### src/rtl/assembly_sequencer.sv
// Two-pass source walker: pass 1 feeds characters to the assembler for PC mapping and counts
// instruction lines, pass 2 re-feeds them and writes each verdict into instruction memory.
module assembly_sequencer #(
  parameter int CHAR_PER_LINE = 64,
  parameter int MAX_INST      = 1024,
  parameter int TIMEOUT       = 16
) (
  input  logic                        clk_in,
  input  logic                        rst_in,
  input  logic                        start,
  input  logic [15:0]                 src_length,
  output logic [15:0]                 src_addr,
  input  logic [7:0]                  src_data,
  output logic                        new_character,
  output logic                        new_line,
  output logic [7:0]                  incoming_character,
  output logic [1:0]                  asm_state,
  input  logic                        done_flag,
  input  logic                        error_flag,
  input  logic [31:0]                 instruction,
  output logic                        imem_we,
  output logic [$clog2(MAX_INST)-1:0] imem_addr,
  output logic [31:0]                 imem_data,
  output logic                        busy,
  output logic                        finished,
  output logic                        error,
  output logic [15:0]                 error_line,
  output logic [15:0]                 inst_count
);

  localparam int          AW        = $clog2(MAX_INST);
  localparam logic [15:0] LINE_MAX  = 16'(CHAR_PER_LINE);
  localparam logic [15:0] INST_MAX  = 16'(MAX_INST);
  localparam logic [15:0] WAIT_LAST = 16'(TIMEOUT - 1);

  typedef enum logic [3:0] {
    IDLE, P1_FETCH, P1_FEED, P1_END, P2_FETCH, P2_FEED, P2_WAIT, DONE, ERR
  } state_t;

  state_t          state;
  logic [15:0]     ptr, line, line_len, count, timer;
  logic [AW-1:0]   pc;
  logic            nonblank, synth, restart;

  logic p1, last, is_lf, is_cr, is_space;
  assign p1       = (state == P1_FEED);
  assign last     = (ptr == src_length - 16'd1);
  assign is_lf    = (src_data == 8'h0A);
  assign is_cr    = (src_data == 8'h0D);
  assign is_space = (src_data == 8'h20) || (src_data == 8'h09);

  assign src_addr = ptr;
  assign busy     = !(state inside {IDLE, DONE, ERR});
  assign finished = (state == DONE);
  assign error    = (state == ERR);

  always_comb begin
    asm_state = 2'd0;
    case (state)
      P1_FETCH, P1_FEED, P1_END: asm_state = 2'd1;
      P2_FETCH, P2_FEED, P2_WAIT: asm_state = 2'd2;
      ERR:                        asm_state = 2'd3;
      default:                    asm_state = 2'd0;
    endcase
  end

  always_ff @(posedge clk_in or posedge rst_in) begin
    if (rst_in) begin
      state              <= IDLE;
      ptr                <= '0;
      line               <= '0;
      line_len           <= '0;
      count              <= '0;
      timer              <= '0;
      pc                 <= '0;
      nonblank           <= 1'b0;
      synth              <= 1'b0;
      restart            <= 1'b0;
      new_character      <= 1'b0;
      new_line           <= 1'b0;
      incoming_character <= '0;
      imem_we            <= 1'b0;
      imem_addr          <= '0;
      imem_data          <= '0;
      error_line         <= '0;
      inst_count         <= '0;
    end else begin
      new_character <= 1'b0;
      new_line      <= 1'b0;
      imem_we       <= 1'b0;
      case (state)
        IDLE: if (start || restart) begin
          restart    <= 1'b0;
          ptr        <= '0;
          line       <= 16'd1;
          line_len   <= '0;
          count      <= '0;
          pc         <= '0;
          inst_count <= '0;
          error_line <= '0;
          nonblank   <= 1'b0;
          synth      <= 1'b0;
          state      <= (src_length == 16'd0) ? DONE : P1_FETCH;
        end
        P1_FETCH: begin
          if (error_flag) begin error_line <= line; state <= ERR; end
          else state <= P1_FEED;
        end
        P2_FETCH: state <= P2_FEED;
        P1_FEED, P2_FEED: begin
          if (p1 && error_flag) begin
            error_line <= line;
            state      <= ERR;
          end else if (synth || is_lf) begin
            // synth marks the implied terminator after an unterminated final line
            if (p1 && nonblank && count == INST_MAX) begin
              error_line <= line;
              state      <= ERR;
            end else begin
              new_line <= 1'b1;
              line     <= line + 16'd1;
              line_len <= '0;
              nonblank <= 1'b0;
              synth    <= 1'b0;
              if (p1 && nonblank) count <= count + 16'd1;
              if (!p1 && nonblank) begin
                timer <= '0;
                state <= P2_WAIT;
              end else if (synth || last) begin
                state <= p1 ? P1_END : DONE;
              end else begin
                ptr   <= ptr + 16'd1;
                state <= p1 ? P1_FETCH : P2_FETCH;
              end
            end
          end else if (is_cr) begin
            if (!last) begin
              ptr   <= ptr + 16'd1;
              state <= p1 ? P1_FETCH : P2_FETCH;
            end else if (line_len != 16'd0) begin
              synth <= 1'b1;
            end else begin
              state <= p1 ? P1_END : DONE;
            end
          end else if (p1 && line_len == LINE_MAX) begin
            error_line <= line;
            state      <= ERR;
          end else begin
            new_character      <= 1'b1;
            incoming_character <= src_data;
            line_len           <= line_len + 16'd1;
            if (!is_space) nonblank <= 1'b1;
            if (last) begin
              synth <= 1'b1;
            end else begin
              ptr   <= ptr + 16'd1;
              state <= p1 ? P1_FETCH : P2_FETCH;
            end
          end
        end
        P1_END: begin
          if (error_flag) begin
            error_line <= line;
            state      <= ERR;
          end else begin
            ptr      <= '0;
            line     <= 16'd1;
            line_len <= '0;
            nonblank <= 1'b0;
            synth    <= 1'b0;
            state    <= P2_FETCH;
          end
        end
        P2_WAIT: begin
          // line already advanced on the terminator, so the waited-on line is line-1
          if (error_flag) begin
            error_line <= line - 16'd1;
            state      <= ERR;
          end else if (done_flag) begin
            imem_we    <= 1'b1;
            imem_addr  <= pc;
            imem_data  <= instruction;
            pc         <= pc + 1'b1;
            inst_count <= inst_count + 16'd1;
            if (last) begin
              state <= DONE;
            end else begin
              ptr   <= ptr + 16'd1;
              state <= P2_FETCH;
            end
          end else if (timer == WAIT_LAST) begin
            error_line <= line - 16'd1;
            state      <= ERR;
          end else begin
            timer <= timer + 16'd1;
          end
        end
        DONE, ERR: if (start) begin
          restart <= 1'b1;
          state   <= IDLE;
        end
        default: state <= IDLE;
      endcase
    end
  end

endmodule

### config.mk
export PLATFORM = sky130hd
export DESIGN_NAME = assembly_sequencer
export DESIGN_NICKNAME = d
export VERILOG_FILES = /design/src/rtl/assembly_sequencer.sv
export SDC_FILE = /design/constraint.sdc
export NUM_CORES = 1
export LEC_CHECK = 0
export ABC_CLOCK_PERIOD_IN_PS = 11600
export CORE_ASPECT_RATIO = 1.5
export CORE_MARGIN = 1
export CORE_UTILIZATION = 58
export DETAILED_ROUTE_END_ITERATION = 16
export PLACE_DENSITY = 0.87
export SLEW_MARGIN = 20
export SYNTH_ARGS = -nofsm -noshare
export SYNTH_HDL_FRONTEND = slang
export SYNTH_SLANG_ARGS = --single-unit
export TNS_END_PERCENT = 5
### constraint.sdc
create_clock -name clk_in -period 11.6 [get_ports clk_in]
set_input_delay 1.16 -clock clk_in [delete_from_list [all_inputs] [get_ports clk_in]]
set_output_delay 1.16 -clock clk_in [all_outputs]
set_load 0.01 [all_outputs]
# Word-level counts from Yosys, hierarchy flattened
# Index checks and enable logic that the tools add are counted.
# classes
muxes	109
addsub	9
n_eq_ne	47
n_reduce_logical	40
bitwise	5
# ops
cell	n
two-way mux 16 bit	44
one-hot mux 16 bit (4 select lines)	2
adder 16 x 1 -> 16 bit (second input constant)	6
one-hot mux 16 bit (2 select lines)	3
one-hot mux 16 bit (3 select lines)	2
two-way mux 4 bit	15
!= test 4 bit (second input constant)	8
subtractor 16 x 1 -> 16 bit (second input constant)	2
two-way mux 10 bit	3
two-way mux 1 bit	28
one-hot mux 4 bit (7 select lines)	1
== test 8 x 4 -> 1 bit (second input constant)	3
!= test 3 bit (second input constant)	8
AND reduction 8 bit	3
!= test 2 bit (second input constant)	11
one-hot mux 10 bit (2 select lines)	1
== test 16 x 11 -> 1 bit (second input constant)	1
== test 16 bit	1
== test 16 x 4 -> 1 bit (second input constant)	1
== test 16 x 7 -> 1 bit (second input constant)	1
== test 4 x 3 -> 1 bit (second input constant)	4
zero test 16 bit	1
nonzero test 16 bit	1
two-way mux 3 bit	5
28 further kinds	55
# totals
reg_bits	182
out_inout_bits	106
input_bits	61

# Depth between registers and ports, before layout
# Gate-level depths: netlist (run 1).
# depth
depth_word	9
depth_mapped	12
ltp_nobuf	10

# Least setup slack after synthesis (run 1)
# OpenSTA, ideal clock, no wires.
# synth_path
path_kind	input-to-reg
startpoint	input src_length[0]
endpoint	register state[2]
t_required_ns	11.475
path_stages	9
arrival_time_ns	3.427
setup_slack_ns	8.049
cell_sequence	inv_1 > ha_1 > or3b_2 > o31ai_1 > o21ai_1 > nor4_4 > nand4bb_2 > o221ai_2 > mux2_2
# synth_between
elab_chain_cells	9
elab_cells_between_ends	17
# synth_rtl
element	line	text
start: declaration	11	input logic [15:0] src_length,
subtractor 16 x 1 -> 16 bit	47	assign last = (ptr == src_length - 16'd1);
== test 16 bit	47	
logical OR 1 bit	129	end else if (synth || last) begin
two-way mux 3 bit	129	
two-way mux 3 bit	126	if (!p1 && nonblank) begin
two-way mux 4 bit	116	if (p1 && nonblank && count == INST_MAX) begin
two-way mux 4 bit	114	end else if (synth || is_lf) begin
two-way mux 4 bit	111	if (p1 && error_flag) begin
one-hot mux 4 bit (7 select lines)	91	case (state)
end signal: assignment	103	state <= (src_length == 16'd0) ? DONE : P1_FETCH;
end signal: assignment	130	state <= p1 ? P1_END : DONE;
end signal: assignment	133	state <= p1 ? P1_FETCH : P2_FETCH;
end: declaration	40	state_t state;
# Several ways; a longest one is shown, not always the timed one. The select of a mux whose other input is x is not followed.
# A chain may end at the register's enable or synchronous reset.

# Worst setup path in the final report (run 1)
# layout_path
startpoint	register state[0]
endpoint	register inst_count[15]
# layout_between
elab_chain_cells	3
elab_cells_between_ends	8
# layout_rtl
element	line	text
== test 4 x 3 -> 1 bit / zero test 4 bit (equally long branches)	91	
!= test 2 bit (no source line) (tied with other cells)	n/a	
AND reduction 4 bit (no source line)	n/a	
end signal: assignment	184	inst_count <= inst_count + 16'd1;
end: declaration	28	output logic [15:0] inst_count
# Several ways; a longest one is shown, not always the timed one.

==> flow_metrics.env, run 1 <==
export IMPL_outcome="finished clean"
export IMPL_area_growth_pct=23.4
export IMPL_worstPathRequired_ps=11900
export IMPL_vias_per_cell=5.98
export IMPL_finalMaxSlewViolations=0
export IMPL_grt_usage=0.295
export IMPL_die_h_um=162
export IMPL_cts_tree="yes"
export IMPL_dpl_hpwl_mm=17.9
export IMPL_rsz0062_at_grt="no"
export IMPL_fin_skew_ps=9.81
export IMPL_cts_hold_buf=0
export IMPL_hp_start="imem_data[31]$_DFFE_PP0P_"
export IMPL_synthArstFlopShare=1.00
export IMPL_cp_startpoint="state[0]$_DFFE_PP0P_"
export IMPL_ys_ff_latch=182
export IMPL_core_region_area_sq_um=16800
export IMPL_tns_ps=0
export IMPL_p_leak_nw=5.38
export IMPL_wl_mm=25.2
export IMPL_critPathLaunchType="flip-flop"
export IMPL_io_buffer_count=166
export IMPL_die_w_um=109
export IMPL_peakVddDrop_uv=154
export IMPL_grt_remaining_overflow=0
export IMPL_place_area_sq_um=11700
export IMPL_hp_class="reg2reg"
export IMPL_io_pins=167
export IMPL_grt_max_degree=103
export IMPL_setup_viol=0
export IMPL_grt_pass1_vias=8823
export IMPL_grt_pass1_wl_mm=41.4
export IMPL_synth_common_cells="nand2_1, dfrtp_1, nor2_1"
export IMPL_fin_area_sq_um=12200
export IMPL_clockBufferDepth=2
export IMPL_yosysWarningCount=0
export IMPL_htree_levels=4
export IMPL_clk_pin_slew_ps=70
export IMPL_gp_congestion=0.999
export IMPL_ys_flop_type="dfrtp_1"
export IMPL_drive_above_1_share=0.0562
export IMPL_clock_sinks=182
export IMPL_dieArea_sq_um=17600
export IMPL_routedWlPerCell_um=16.7
export IMPL_placementRows=58
export IMPL_worst_endpoint_arrival_ps=4740
export IMPL_post_cts_buffers=0
export IMPL_yosys_cell_types_count=81
export IMPL_tightest_slew_ps=1050
export IMPL_antenna_cells=0
export IMPL_hold_viol_final=0
export IMPL_r2r_setup_slack_ps=7150
export IMPL_maxCapViolations=0
export IMPL_post_route_util=0.730
export IMPL_synth_area_sq_um=9920
export IMPL_path_class="reg2reg"
export IMPL_antenna_found_initial=0
export IMPL_finalCritPeriodShare=0.383
export IMPL_cts_buffers=17
export IMPL_fin_crit_ps=4450
export IMPL_drtIter0Drc=858
export IMPL_synthesis_nets=1218
export IMPL_clk_latency_ps=420
export IMPL_ant_nets=0
export IMPL_postSynthAreaPerCell_sq_um=8.67
export IMPL_synth_seq_area_share=0.459
export IMPL_dpl_cell_count=1478
export IMPL_synthTopCellsByArea="dfrtp_1, nand2_1, nor2_1"
export IMPL_drc=0
export IMPL_rr_startpoint="state[0]$_DFFE_PP0P_"
export IMPL_yosys_area_top_type="dfrtp_1"
export IMPL_fin_cells=1509
export IMPL_dr_pass1_iters=5
export IMPL_timing_slew_headroom=0.296
export IMPL_p_per_area_nw_per_um2=184
export IMPL_start_util=0.592
export IMPL_synthDominantCellAreaShare=0.459
export IMPL_end_kind="flip-flop"
export IMPL_cp_max_fo=47
export IMPL_fmax_mhz=225
export IMPL_nNetsFinal=1360
export IMPL_synth_edff_count=0
export IMPL_root_buffer="clkbuf_16"
export IMPL_netlist_instances=1145
export IMPL_yosysMostFrequentCell="nand2_1"
export IMPL_vias=9019
export IMPL_cts_resized=0
==> routing by layer <==
layer | routed length [um] | part of all wire | GRT usage | vias to the layer above
li1 | - | - | - | 4275
met1 | 9750 | 0.39 | 0.347 | 4332
met2 | 13200 | 0.53 | 0.515 | 323
met3 | 1200 | 0.048 | 0.0474 | 89
met4 | 988 | 0.039 | 0.144 | 0
met5 | 0 | 0 | 0 | -
==> critical path, stage by stage, from the launching register on <==
cell	delay (ps)
dfrtp_1	630
nand4bb_1	900
or2_2	580
buf_4	280
clkinv_1	240
buf_4	460
o2111ai_1	360
or4_1	600
xor2_1	150
nor2_1	50
==> where the power goes <==
group	switching (W)	internal [W]	total, W
Sequential	0.000102	0.000752	0.000855
Clock	0.000253	0.000282	0.000536
Combinational	0.000483	0.000385	0.000868
==> final cells by class <==
cell class	instances	area, sq um
repair buffers	174	1730
clock buffers	19	443
fillers	1201	4520
well taps	210	263
clock inverters	12	95.1
inverters	26	103
flip-flops and latches	182	4550
multi-input cells	886	5060
==> cells in the final DEF (no fill, tap or decap), types with 6 or more instances in the layout <==
cell               n
nand2_1          243
and4_1             9
clkbuf_16         17
nor2_1           139
o211ai_1           7
dfrtp_1          182
xor2_1            55
a21o_1             7
nand3b_1           7
inv_1             23
o21ai_0           65
nand3_1           39
o31ai_1            7
o21a_1             9
clkdlybuf4s50_1  166
nand4_1           27
or2_2              7
a211oi_1           6
a31oi_1           15
buf_4              7
or3_1             12
nor3b_1            6
nor3_1            15
or4_1              9
nor4_1            17
and3_1            20
xnor2_1           22
ha_1              12
nor4b_1            6
a21oi_1           36
==> metrics by stage <==
step                      power (W)  setup slack [ps]  hold slack (ps)
after floorplan             0.00135              5500              448
after global placement      0.00170              7110              457
after detailed placement    0.00173              7060              462
after CTS                   0.00226              7220              479
after global routing        0.00239              6900              503
final                       0.00226              7150              476
==> sequential cells by signal, summed over array words and instances, names as in the netlist, 4 cells and up <==
name and cells:
pc 10, error_line 16, imem_addr 10, count 16
state 4, incoming_character 8, timer 16, line_len 16
imem_data 32, inst_count 16, src_addr 16, line 16
==> final timing paths <==
path | end | cells after the start
max reg2reg | inst_count[15]$_DFFE_PP0P_ | 9
min reg2reg | imem_data[31]$_DFFE_PP0P_ | 2
max in group asynchronous | imem_addr[8]$_DFFE_PP0P_ | 3
min | imem_data[31]$_DFFE_PP0P_ | 2
max | inst_count[15]$_DFFE_PP0P_ | 9
min in group asynchronous | imem_data[12]$_DFFE_PP0P_ | 2
==> cells by family after synthesis <==
kind of cell,share of synthesized area
simple gates,0.289
compound gates,0.128
flops,0.459
xor+xnor,0.0680
buf+inv,0.0330
fa+ha+maj,0.0151
mux,0.00769
No activity file was read; power rests on OpenSTA's default activity.
==> run 2: changes to the inputs <==
- ABC_CLOCK_PERIOD_IN_PS: 11600 -> 4300
- CORE_UTILIZATION: 58 -> 54
- PLACE_DENSITY: 0.87 -> 0.82
- clock period: 11.6 -> 4.3 ns (I/O delays scaled with it)
==> flow_metrics.env, run 2 (synthesis results as in run 1) <==
export IMPL_outcome="finished clean"
export IMPL_drc=0
export IMPL_grt_pass1_vias=8602
export IMPL_nNetsFinal=1368
export IMPL_path_class="reg2reg"
export IMPL_hold_viol_final=0
export IMPL_tightest_slew_ps=1080
export IMPL_cts_resized=0
export IMPL_cts_buffers=17
export IMPL_hp_start="imem_addr[0]$_DFFE_PP0P_"
export IMPL_regMostFlops="imem_data"
export IMPL_maxCapViolations=0
export IMPL_clk_latency_ps=440
export IMPL_clockBufferDepth=2
export IMPL_vias_per_cell=5.90
export IMPL_worstPathRequired_ps=4610
export IMPL_fin_crit_ps=3490
export IMPL_drive_above_1_share=0.0612
export IMPL_finalMaxSlewViolations=0
export IMPL_post_cts_buffers=0
export IMPL_dieArea_sq_um=18900
export IMPL_area_growth_pct=24.6
export IMPL_setup_viol=0
export IMPL_wl_mm=25.0
export IMPL_cp_max_fo=29
export IMPL_dpl_hpwl_mm=17.9
export IMPL_post_route_util=0.689
export IMPL_worst_endpoint_arrival_ps=3800
export IMPL_die_w_um=113
export IMPL_htree_levels=4
export IMPL_hp_class="reg2reg"
export IMPL_peakVddDrop_uv=272
export IMPL_antenna_cells=0
export IMPL_r2r_cells=8
export IMPL_slowest_stage="a21oi_1"
export IMPL_gp_congestion=0.924
export IMPL_io_buffer_count=166
export IMPL_die_h_um=168
export IMPL_fillerInstances=1429
export IMPL_antenna_found_initial=0
export IMPL_cts_hold_buf=0
export IMPL_io_pins=167
export IMPL_rr_startpoint="state[2]$_DFFE_PP0P_"
export IMPL_cp_top_family="simple AND/OR/NAND/NOR gates"
export IMPL_clock_sinks=182
export IMPL_finalCritPeriodShare=0.811
export IMPL_grt_usage=0.270
export IMPL_end_kind="flip-flop"
export IMPL_critPathLaunchType="flip-flop"
export IMPL_cpPeakStageDelay_ps=650
export IMPL_start_util=0.553
export IMPL_timing_slew_headroom=0.280
export IMPL_dr_pass1_iters=6
export IMPL_placementRows=60
export IMPL_regArea_sq_um=4550
export IMPL_fmax_mhz=287
export IMPL_grt_max_degree=183
export IMPL_mostFrequentLayoutCell="nand2_1"
export IMPL_crit_buf_inv=2
export IMPL_clk_pin_slew_ps=70
export IMPL_vias=8990
export IMPL_ant_nets=0
export IMPL_cts_tree="yes"
export IMPL_p_per_area_nw_per_um2=500
export IMPL_whs_ps=474
export IMPL_mostFrequentLayoutCells="nand2_1, dfrtp_1, clkdlybuf4s50_1, nor2_1, o21ai_0"
export IMPL_grt_remaining_overflow=0
export IMPL_tns_ps=0
export IMPL_hold_depth=2
export IMPL_routedWlPerCell_um=16.4
export IMPL_fin_skew_ps=11.7
export IMPL_p_leak_nw=5.45
export IMPL_core_region_area_sq_um=17900
export IMPL_crit_chain="or3b_1 > a21oi_1 > nand2_1 > or3_1 > inv_1 > a2111oi_2 > buf_4 > mux2_2"
export IMPL_p_total_w=0.00618
export IMPL_largest_reg_flops=32
export IMPL_cp_startpoint="state[2]$_DFFE_PP0P_"
export IMPL_grt_pass1_wl_mm=41.2
export IMPL_multi_input_area_sq_um=5050
export IMPL_crit_cells=8
export IMPL_drtIter0Drc=783
export IMPL_root_buffer="clkbuf_16"
export IMPL_rsz0062_at_grt="no"
-- run 2: cell count changes in the layout (fill, tap and decap cells not counted), sizes merged --
cell,delta
buf,+8
clkinvlp,-2
bufinv,+1
clkbuf,+1
clkinv,+1
-- run 2: worst paths after layout --
check	end	slack (ps)
min in group asynchronous	count[11]$_DFFE_PP0P_	530
min	imem_addr[0]$_DFFE_PP0P_	470
max reg2reg	error_line[11]$_DFFE_PP0P_	810
max	error_line[11]$_DFFE_PP0P_	810
min reg2reg	imem_addr[0]$_DFFE_PP0P_	470
max in group asynchronous	src_addr[6]$_DFFE_PP0P_	2890
-- run 2: per-stage QoR --
stage	std cells	area, sq um	worst slack (ps)
2_1_floorplan	1145	9930	1480
3_3_place_gp	1493	11800	666
3_5_place_dp	1493	11800	615
4_1_cts	1525	12400	901
5_1_grt	1525	12400	661
6_report	1525	12400	812
-- run 2: worst register-to-register path: stages, from the launching register on --
cell,delay [ps]
dfrtp_1,590
or3b_1,490
a21oi_1,650
nand2_1,250
or3_1,490
inv_1,270
a2111oi_2,90
buf_4,230
mux2_2,310
-- run 2: per-layer routing --
layer	up-vias	wire, um	part of all wire	GRT usage
met3	70	1200	0.048	0.0443
met2	276	13000	0.52	0.485
met4	0	838	0.034	0.121
met5	-	0	0	0
met1	4346	9950	0.40	0.314
li1	4298	-	-	-
-- run 2: layout make-up --
type,instances,share of cell area
clock inverters,12,0.0110
repair buffers,182,0.145
flip-flops and latches,182,0.369
multi-input cells,886,0.409
inverters,26,0.00820
well taps,217,0.0220
clock buffers,20,0.0361
-- run 2: report_power, final --
part,switching (W),internal [W]
Sequential,0.000224,0.00203
Clock,0.000702,0.000837
Combinational,0.00133,0.00106
